[config.mk]
export PLATFORM = sky130hd
export DESIGN_NAME = empipe
export DESIGN_NICKNAME = d
export VERILOG_FILES = /design/src/rtl/empipe_pkg.sv /design/src/rtl/empipe_memwait_fsm.sv /design/src/rtl/register.sv /design/src/rtl/empipe.sv
export SDC_FILE = /design/constraint.sdc
export NUM_CORES = 1
export LEC_CHECK = 0
export CORE_MARGIN = 1
export CORE_UTILIZATION = 40
export DETAILED_ROUTE_END_ITERATION = 7
export GPL_ROUTABILITY_DRIVEN = 0
export PLACE_DENSITY_LB_ADDON = 0.1
export SYNTH_ARGS = -nofsm -noshare
export SYNTH_HDL_FRONTEND = slang
export SYNTH_SLANG_ARGS = --single-unit
[constraint.sdc]
create_clock -name clk -period 1.7 [get_ports clk]
set_input_delay 0.34 -clock clk [delete_from_list [all_inputs] [get_ports clk]]
set_output_delay 0.34 -clock clk [all_outputs]
set_load 0.01 [all_outputs]
[src/rtl/empipe_pkg.sv]
// ============================================================
// empipe_pkg : shared widths and memory-wait state encoding
// Rev 1.0
// ============================================================
`default_nettype none

package empipe_pkg;
  localparam int N_W = 32;
  localparam int M_W = 4;
  localparam int F_W = 4;

  typedef enum logic [1:0] {
    ST_IDLE = 2'd0,
    ST_REQ  = 2'd1,
    ST_DONE = 2'd2
  } mstate_e;
endpackage

`default_nettype wire

[src/rtl/empipe_memwait_fsm.sv]
// ============================================================
// memwait_fsm : data-memory request/ack handshake with timeout
// Rev 1.0
// ============================================================
`default_nettype none

module memwait_fsm
  import empipe_pkg::*;
#(
  parameter int TMO = 16
) (
  input  logic clk,
  input  logic rst,
  input  logic flush_i,
  input  logic stall_i,
  input  logic memop_i,
  input  logic mem_ack_i,
  output logic mem_req_o,
  output logic busy_o,
  output logic abort_o,
  output logic mem_err_o
);
  localparam int CW = $clog2(TMO);

  mstate_e       state_q;
  logic [CW-1:0] cnt_q;
  logic          err_q;

  always_comb begin
    mem_req_o = (state_q == ST_REQ);
    busy_o    = mem_req_o & ~mem_ack_i;
    abort_o   = busy_o & (cnt_q == CW'(TMO - 1));
    mem_err_o = err_q;
  end

  always_ff @(posedge clk) begin
    if (rst) begin
      state_q <= ST_IDLE;
      cnt_q   <= '0;
      err_q   <= 1'b0;
    end else if (flush_i) begin
      state_q <= ST_IDLE;
      cnt_q   <= '0;
    end else if (busy_o) begin
      // Still waiting: count, and give up after TMO cycles in REQ
      if (abort_o) begin
        err_q   <= 1'b1;
        state_q <= ST_DONE;
        cnt_q   <= '0;
      end else begin
        cnt_q <= cnt_q + CW'(1);
      end
    end else if (!stall_i) begin
      state_q <= memop_i ? ST_REQ : ST_IDLE;
      cnt_q   <= '0;
    end else if (mem_req_o) begin
      // Acked while downstream stalls: park in DONE so no re-request
      state_q <= ST_DONE;
      cnt_q   <= '0;
    end
  end
endmodule

`default_nettype wire

[src/rtl/register.sv]
// ============================================================
// register : generic enabled register with synchronous clear
// Rev 1.0
// ============================================================
`default_nettype none

module register #(
  parameter int W = 1
) (
  input  logic         clk,
  input  logic         rst,
  input  logic         wen,
  input  logic [W-1:0] in,
  output logic [W-1:0] out
);
  always_ff @(posedge clk) begin
    if (rst)      out <= '0;
    else if (wen) out <= in;
  end
endmodule

`default_nettype wire

[src/rtl/empipe.sv]
// ============================================================
// empipe : execute-to-memory pipeline register and memory handshake
// Rev 1.0
// ============================================================
`default_nettype none

module empipe
  import empipe_pkg::*;
#(
  parameter int N   = N_W,
  parameter int M   = M_W,
  parameter int F   = F_W,
  parameter int TMO = 16
) (
  input  logic         clk,
  input  logic         rst,
  input  logic         flush_M,
  input  logic         stall_M,
  input  logic         valid_E,
  input  logic         pcload_E,
  input  logic         regw_E,
  input  logic         memw_E,
  input  logic         regmem_E,
  input  logic         flag_E,
  input  logic [M-1:0] regScr_E,
  input  logic [N-1:0] aluRes_E,
  input  logic [N-1:0] wdata_E,
  input  logic [F-1:0] flags_E,
  input  logic         mem_ack,
  output logic         valid_M,
  output logic         pcload_M,
  output logic         regw_M,
  output logic         memw_M,
  output logic         regmem_M,
  output logic         flag_M,
  output logic [M-1:0] regScr_M,
  output logic [N-1:0] aluRes_M,
  output logic [N-1:0] wdata_M,
  output logic [F-1:0] flags_M,
  output logic         mem_req,
  output logic         busy_M,
  output logic         mem_err
);
  logic hold, wen, memop_E, abort, clr, clr_ab;

  assign hold    = stall_M | busy_M;
  assign wen     = ~hold;
  assign memop_E = valid_E & (memw_E | regmem_E);
  assign clr     = rst | flush_M;
  // An aborted access turns into a bubble that commits nothing
  assign clr_ab  = clr | abort;

  memwait_fsm #(.TMO(TMO)) u_fsm (
    .clk       (clk),
    .rst       (rst),
    .flush_i   (flush_M),
    .stall_i   (stall_M),
    .memop_i   (memop_E),
    .mem_ack_i (mem_ack),
    .mem_req_o (mem_req),
    .busy_o    (busy_M),
    .abort_o   (abort),
    .mem_err_o (mem_err)
  );

  register #(.W(1)) u_valid  (.clk(clk), .rst(clr_ab), .wen(wen), .in(valid_E),  .out(valid_M));
  register #(.W(1)) u_regw   (.clk(clk), .rst(clr_ab), .wen(wen), .in(regw_E),   .out(regw_M));
  register #(.W(1)) u_memw   (.clk(clk), .rst(clr_ab), .wen(wen), .in(memw_E),   .out(memw_M));
  register #(.W(1)) u_pcload (.clk(clk), .rst(clr),    .wen(wen), .in(pcload_E), .out(pcload_M));
  register #(.W(1)) u_regmem (.clk(clk), .rst(clr),    .wen(wen), .in(regmem_E), .out(regmem_M));
  register #(.W(1)) u_flag   (.clk(clk), .rst(clr),    .wen(wen), .in(flag_E),   .out(flag_M));
  register #(.W(M)) u_regscr (.clk(clk), .rst(clr),    .wen(wen), .in(regScr_E), .out(regScr_M));
  register #(.W(N)) u_alures (.clk(clk), .rst(clr),    .wen(wen), .in(aluRes_E), .out(aluRes_M));
  register #(.W(N)) u_wdata  (.clk(clk), .rst(clr),    .wen(wen), .in(wdata_E),  .out(wdata_M));
  register #(.W(F)) u_flags  (.clk(clk), .rst(clr),    .wen(wen), .in(flags_E),  .out(flags_M));
endmodule

`default_nettype wire

* After elaboration in Yosys (flattened, before gate mapping) *
Index checks and enable logic that the tools add are counted.

operators by class
  add/sub/neg operators = 1
  equal/unequal tests = 4
  mux-type cells = 9
  bitwise gates (word level) = 9
  reduce and logical (&&, ||, !) cells = 3

operators with widths
  cell                                                 number
  2-to-1 mux 4 bit                                     4
  2-to-1 mux 2 bit                                     4
  adder 4 x 1 -> 4 bit, second input constant          1
  equality test 4 bit, second input constant           1
  OR 1 bit                                             4
  bitwise AND 1 bit                                    3
  != test 3 x 1 -> 1 bit, second input constant        1
  AND reduction 3 bit                                  1
  equality test 2 x 1 -> 1 bit, second input constant  1
  != test 2 x 1 -> 1 bit, second input constant        1
  inverter 1 bit                                       2
  AND reduction 2 bit                                  1
  OR reduction 2 bit                                   1
  2-to-1 mux 1 bit                                     1

word-level totals
  register bits after elaboration = 85
  bits of input ports = 83
  output and inout port bits = 81
  word-level logic and storage cells = 39

* Depth between registers and ports, before layout *
  depth in word-level cells = 5
  depth in mapped cells = 6
  mapped depth without buffers = 4

* Hierarchy *
From an unflattened synthesis, not the netlist that was laid out.

second synthesis, totals
  cells, all modules = 297
  area, all modules = 3176.8 um2

by module, submodules not included
  module                   instances  cells each  area each (um2)  seq. area each (um2)
  register (u_alures ...)  2          103         1163.6           640.6
  memwait_fsm              1          43          342.8            140.1
  register (u_flags ...)   2          13          140.1            80.1
  register (u_flag ...)    6          3           33.8             20.0
  empipe                   1          4           23.8             0.0

* Worst setup path after synthesis *
Ideal clock, no wire load.

  path type = input-to-reg
  from = input port mem_ack
  to = register u_memw.out
  arrival time = 1.299 ns
  data required time = 1.570 ns
  slack = 0.271 ns
  stages = 5
  buffers on the path = 2
  cell sequence = or3b_1 > buf_6 > buf_6 > o21ai_0 > a21oi_1

between the ends
  word-level cells in the longest chain between the ends = 4
  elaborated cells on any way between the ends = 5

RTL lines
  element                line                      source
  start, declared        empipe.sv:29              input logic mem_ack,
  inverter 1 bit (*)     empipe_memwait_fsm.sv:31  busy_o = mem_req_o & ~mem_ack_i;
  bitwise AND 1 bit (*)  empipe_memwait_fsm.sv:31
  bitwise AND 1 bit      empipe_memwait_fsm.sv:32  abort_o = busy_o & (cnt_q == CW'(TMO - 1));
  OR 1 bit               empipe.sv:51              assign clr_ab = clr | abort;
  end signal, assigned   register.sv:18            else if (wen) out <= in;
  end, declared          register.sv:14            output logic [W-1:0] out

Mark *: on every way between the ends. The rest lies on a longest branch, timed or not.
A chain may end at the register's enable or synchronous reset.

* Final worst setup path *
  from = input port mem_ack
  to = output port busy_M

between the ends
  word-level cells in the longest chain between the ends = 2

RTL lines
  element            line                      source
  inverter 1 bit     empipe_memwait_fsm.sv:31
  bitwise AND 1 bit  empipe_memwait_fsm.sv:31
  end, declared      empipe.sv:41              output logic busy_M,

Every way passes these cells.

==> flow_summary.ini <==
[floorplanning]
design.die.area_sq_um = 8540
floorplan.rows = 32
placeableCoreArea_sq_um = 7810
die_height_microns = 92.4
ioPinCount = 164
fp.dieW_microns = 92.4
start_util_pct = 41.9

[route]
dr.first_iter.drc_count = 146
detailroute.via_count = 3466
drc = 0
drt_first_pass_iters = 4
drt-vias-per-instance = 5.32
postRouteAntennaNets = 0
routedWlPerCell_microns = 15.0
totalWireLength_mm = 9.76

[layout]
layout.cells.most_common_list = clkdlybuf4s50_1, dfxtp_1, nand3_1
final_design_area_no_fill_sq_um = 5230
area_growth_pct = 60.1
final_common_cell = clkdlybuf4s50_1
finalCoreUtilization_pct = 67.0
layout.nets = 629
layout.filler_cells = 679
num_antenna_cells = 0
drive_gt1_share_pct = 7.45

[synthesis]
top_post_synthesis_cells_by_area = dfxtp_1, nand3_1, a21oi_1
synthSimpleGateAreaFrac_pct = 14.8
synth-seq-area-share_pct = 52.1
synthXorXnorAreaFrac_pct = 0
synth_compound_area_share_pct = 26.2
yosys.area.top_type = dfxtp_1
yosys-mux-area-fraction_pct = 0
synth-seq-cells = 85
synth-adder-area-share_pct = 0.383
yosysUniqueCellTypes = 27
syn-instance-count = 396
synthesis.area_per_instance_sq_um = 8.25
yosysTopAreaCellShare_pct = 52.1
number_of_warnings_reported_in_the_yosys_synthesis_log = 0
dominant_combinational_cell_family_by_area_after_synthesis = compound AO/OA/AOI/OAI gates
combined_area_of_all_synthesized_cells_sq_um = 3270
postSynthNetCount = 480

[sta]
fmax_mhz = 601
maxSlewHeadroom_pct = 72.8
period_share_pct = 98.0
finalClockSkew_ps = 14.9
hold_viol_final = 0
period_minus_slack_ps = 1670
layout_setup_ws_ps = 34.7
setup_viol = 0
setup-tns-final_ps = 0
grt_setup_unrepaired = yes
timing_worst_slew_pin_value_ps = 408
timing_max_transition_violations_final = 0

[cts]
cts.sinks = 85
post_cts_buffers = 0
cts_tree = done
cts_hold_buf = 0
ctsLongestPathBuffers = 2
cts_root_buf = clkbuf_8
tritoncts_buffer_count = 9
h-tree-depth = 3
clk-insertion-delay-late_ps = 350
clkTransAtPathRegs_ps = 70

[grt]
vias_in_the_first_global_route = 3395
antenna_found_initial = 0
global_route.usage.total_pct = 22.9
overflow = 0
first_pass_grt_wire_length_mm = 15.8
grt_max_degree = 68

[power]
finalPower_mw = 4.29
vdd.ir_drop.worst_mv = 0.446
power_report.internal_total_mw = 3.30
power.switching_mw = 0.986
p_sw_share_pct = 23.0
power_per_cell_area_nw_per_um2 = 820
cellLeakagePower_nw = 1.87
power.share.sequential_pct = 48.4
combinationalPowerShare_pct = 13.7
power.clock.fraction_pct = 37.9

[min_path]
min-delay-start = stall_M
hp-class = input pin to flip-flop

[critical_path]
path_delay_family = buffers and inverters
crit_start = mem_ack
timing.critical_path.arrival_ps = 1330
timing.rr.start = u_fsm.state_q[0]
crit_path_top_delay_cell = or3b_4
critPathMaxFanout = 3
cp_slowest_stage_delay_ps = 410
worstPathBufferInverterCount = 3
setup.worst_path.start_class = input pin
timing.critical_path.required_ps = 1360
critPathCaptureType = output port
path_cells = clkdlybuf4s50_1 > or3b_4 > inv_4 > buf_6
crit_type = input pin to output port

[placed_design]
post_dp_cell_area_sq_um = 4980
dp_hpwl_mm = 6.49
numPortBuffers = 163
preCtsSetupSlack_ps = -476

[flow_run]
max_cap_viol_count = 0

[status]
result_of_the_run = finished clean
==> repair_timing <==
item,CTS,global route
gates resized for setup,9,4
setup endpoints to repair,71,19
cloned,0,0
pin swaps,0,1
==> area by class of cell <==
| cell class | instances | area, sq um | area share [%] |
|---|---|---|---|
| inverter | 4 | 17.5 | 0.335 |
| clock inverter | 5 | 82.6 | 1.58 |
| multi-input combinational | 263 | 1350 | 25.9 |
| timing repair buffer | 182 | 1800 | 34.3 |
| clock buffer | 11 | 151 | 2.89 |
| tap | 102 | 128 | 2.44 |
| sequential | 85 | 1700 | 32.5 |
==> worst min-delay path, delay by kind of cell <==
family	cells	cell delay, ps
AND/OR/NAND/NOR	1	90
AO/OA/AOI/OAI	1	80
buffers and inverters	2	190
==> power groups by stage <==
stage / combinational, mW / sequential [mW] / clock (mW)
finish: 0.587 / 2.08 / 1.62
global route: 0.634 / 2.09 / 1.75
CTS: 0.590 / 2.08 / 1.66
detailed placement: 0.586 / 2.12 / 0
global placement: 0.579 / 2.12 / 0
floorplan: 0.187 / 2.15 / 0
==> state kept, by name, indices dropped and copies added (netlist names) <==
register         count
u_flag.out           1
u_fsm.state_q        2
u_fsm.mem_err_o      1
u_valid.out          1
u_flags.out          4
u_wdata.out         32
u_alures.out        32
u_fsm.cnt_q          4
u_regscr.out         4
u_memw.out           1
u_pcload.out         1
u_regmem.out         1
u_regw.out           1
==> worst paths after layout <==
path / endpoint / slack [ps] / depth (start not counted)
setup reg to reg: u_fsm.state_q[1] / 110 / 6
hold / removal: u_fsm.state_q[0] / 420 / 4
hold reg to reg: u_fsm.mem_err_o / 450 / 2
setup / recovery: busy_M / 30 / 4
==> kinds of logic after synthesis <==
family | count (synthesis)
fa+ha+maj | 1
flops | 85
compound gates | 167
simple gates | 95
buf+inv | 48
==> cell usage after synthesis <==
cell / count
nor2_1: 2
nand3b_1: 1
a22oi_1: 1
o21ai_0: 71
a311oi_1: 1
nand2_1: 3
a31oi_1: 1
or3_1: 2
nand3_1: 82
dfxtp_1: 85
buf_4: 1
nand2b_1: 2
clkbuf_1: 23
or3b_1: 1
inv_1: 2
ha_1: 1
buf_1: 10
o211a_1: 1
o21ai_1: 9
o32ai_1: 1
inv_2: 2
a32oi_1: 1
a21oi_1: 81
nand4_1: 1
or2_2: 1
buf_2: 7
buf_6: 3
==> through the flow <==
stage / hold slack (ps) / cells
after global placement: 434 / 636
final: 418 / 652
after CTS: 404 / 652
after floorplan: 409 / 396
after global routing: 440 / 652
after detailed placement: 443 / 636
==> per-layer routing <==
layer	wire (microns)	track usage, %
met1	4130	28.0
met2	4730	38.0
met3	718	6.57
met4	172	8.33
met5	0	0
Power figures use the tool's default switching activity.
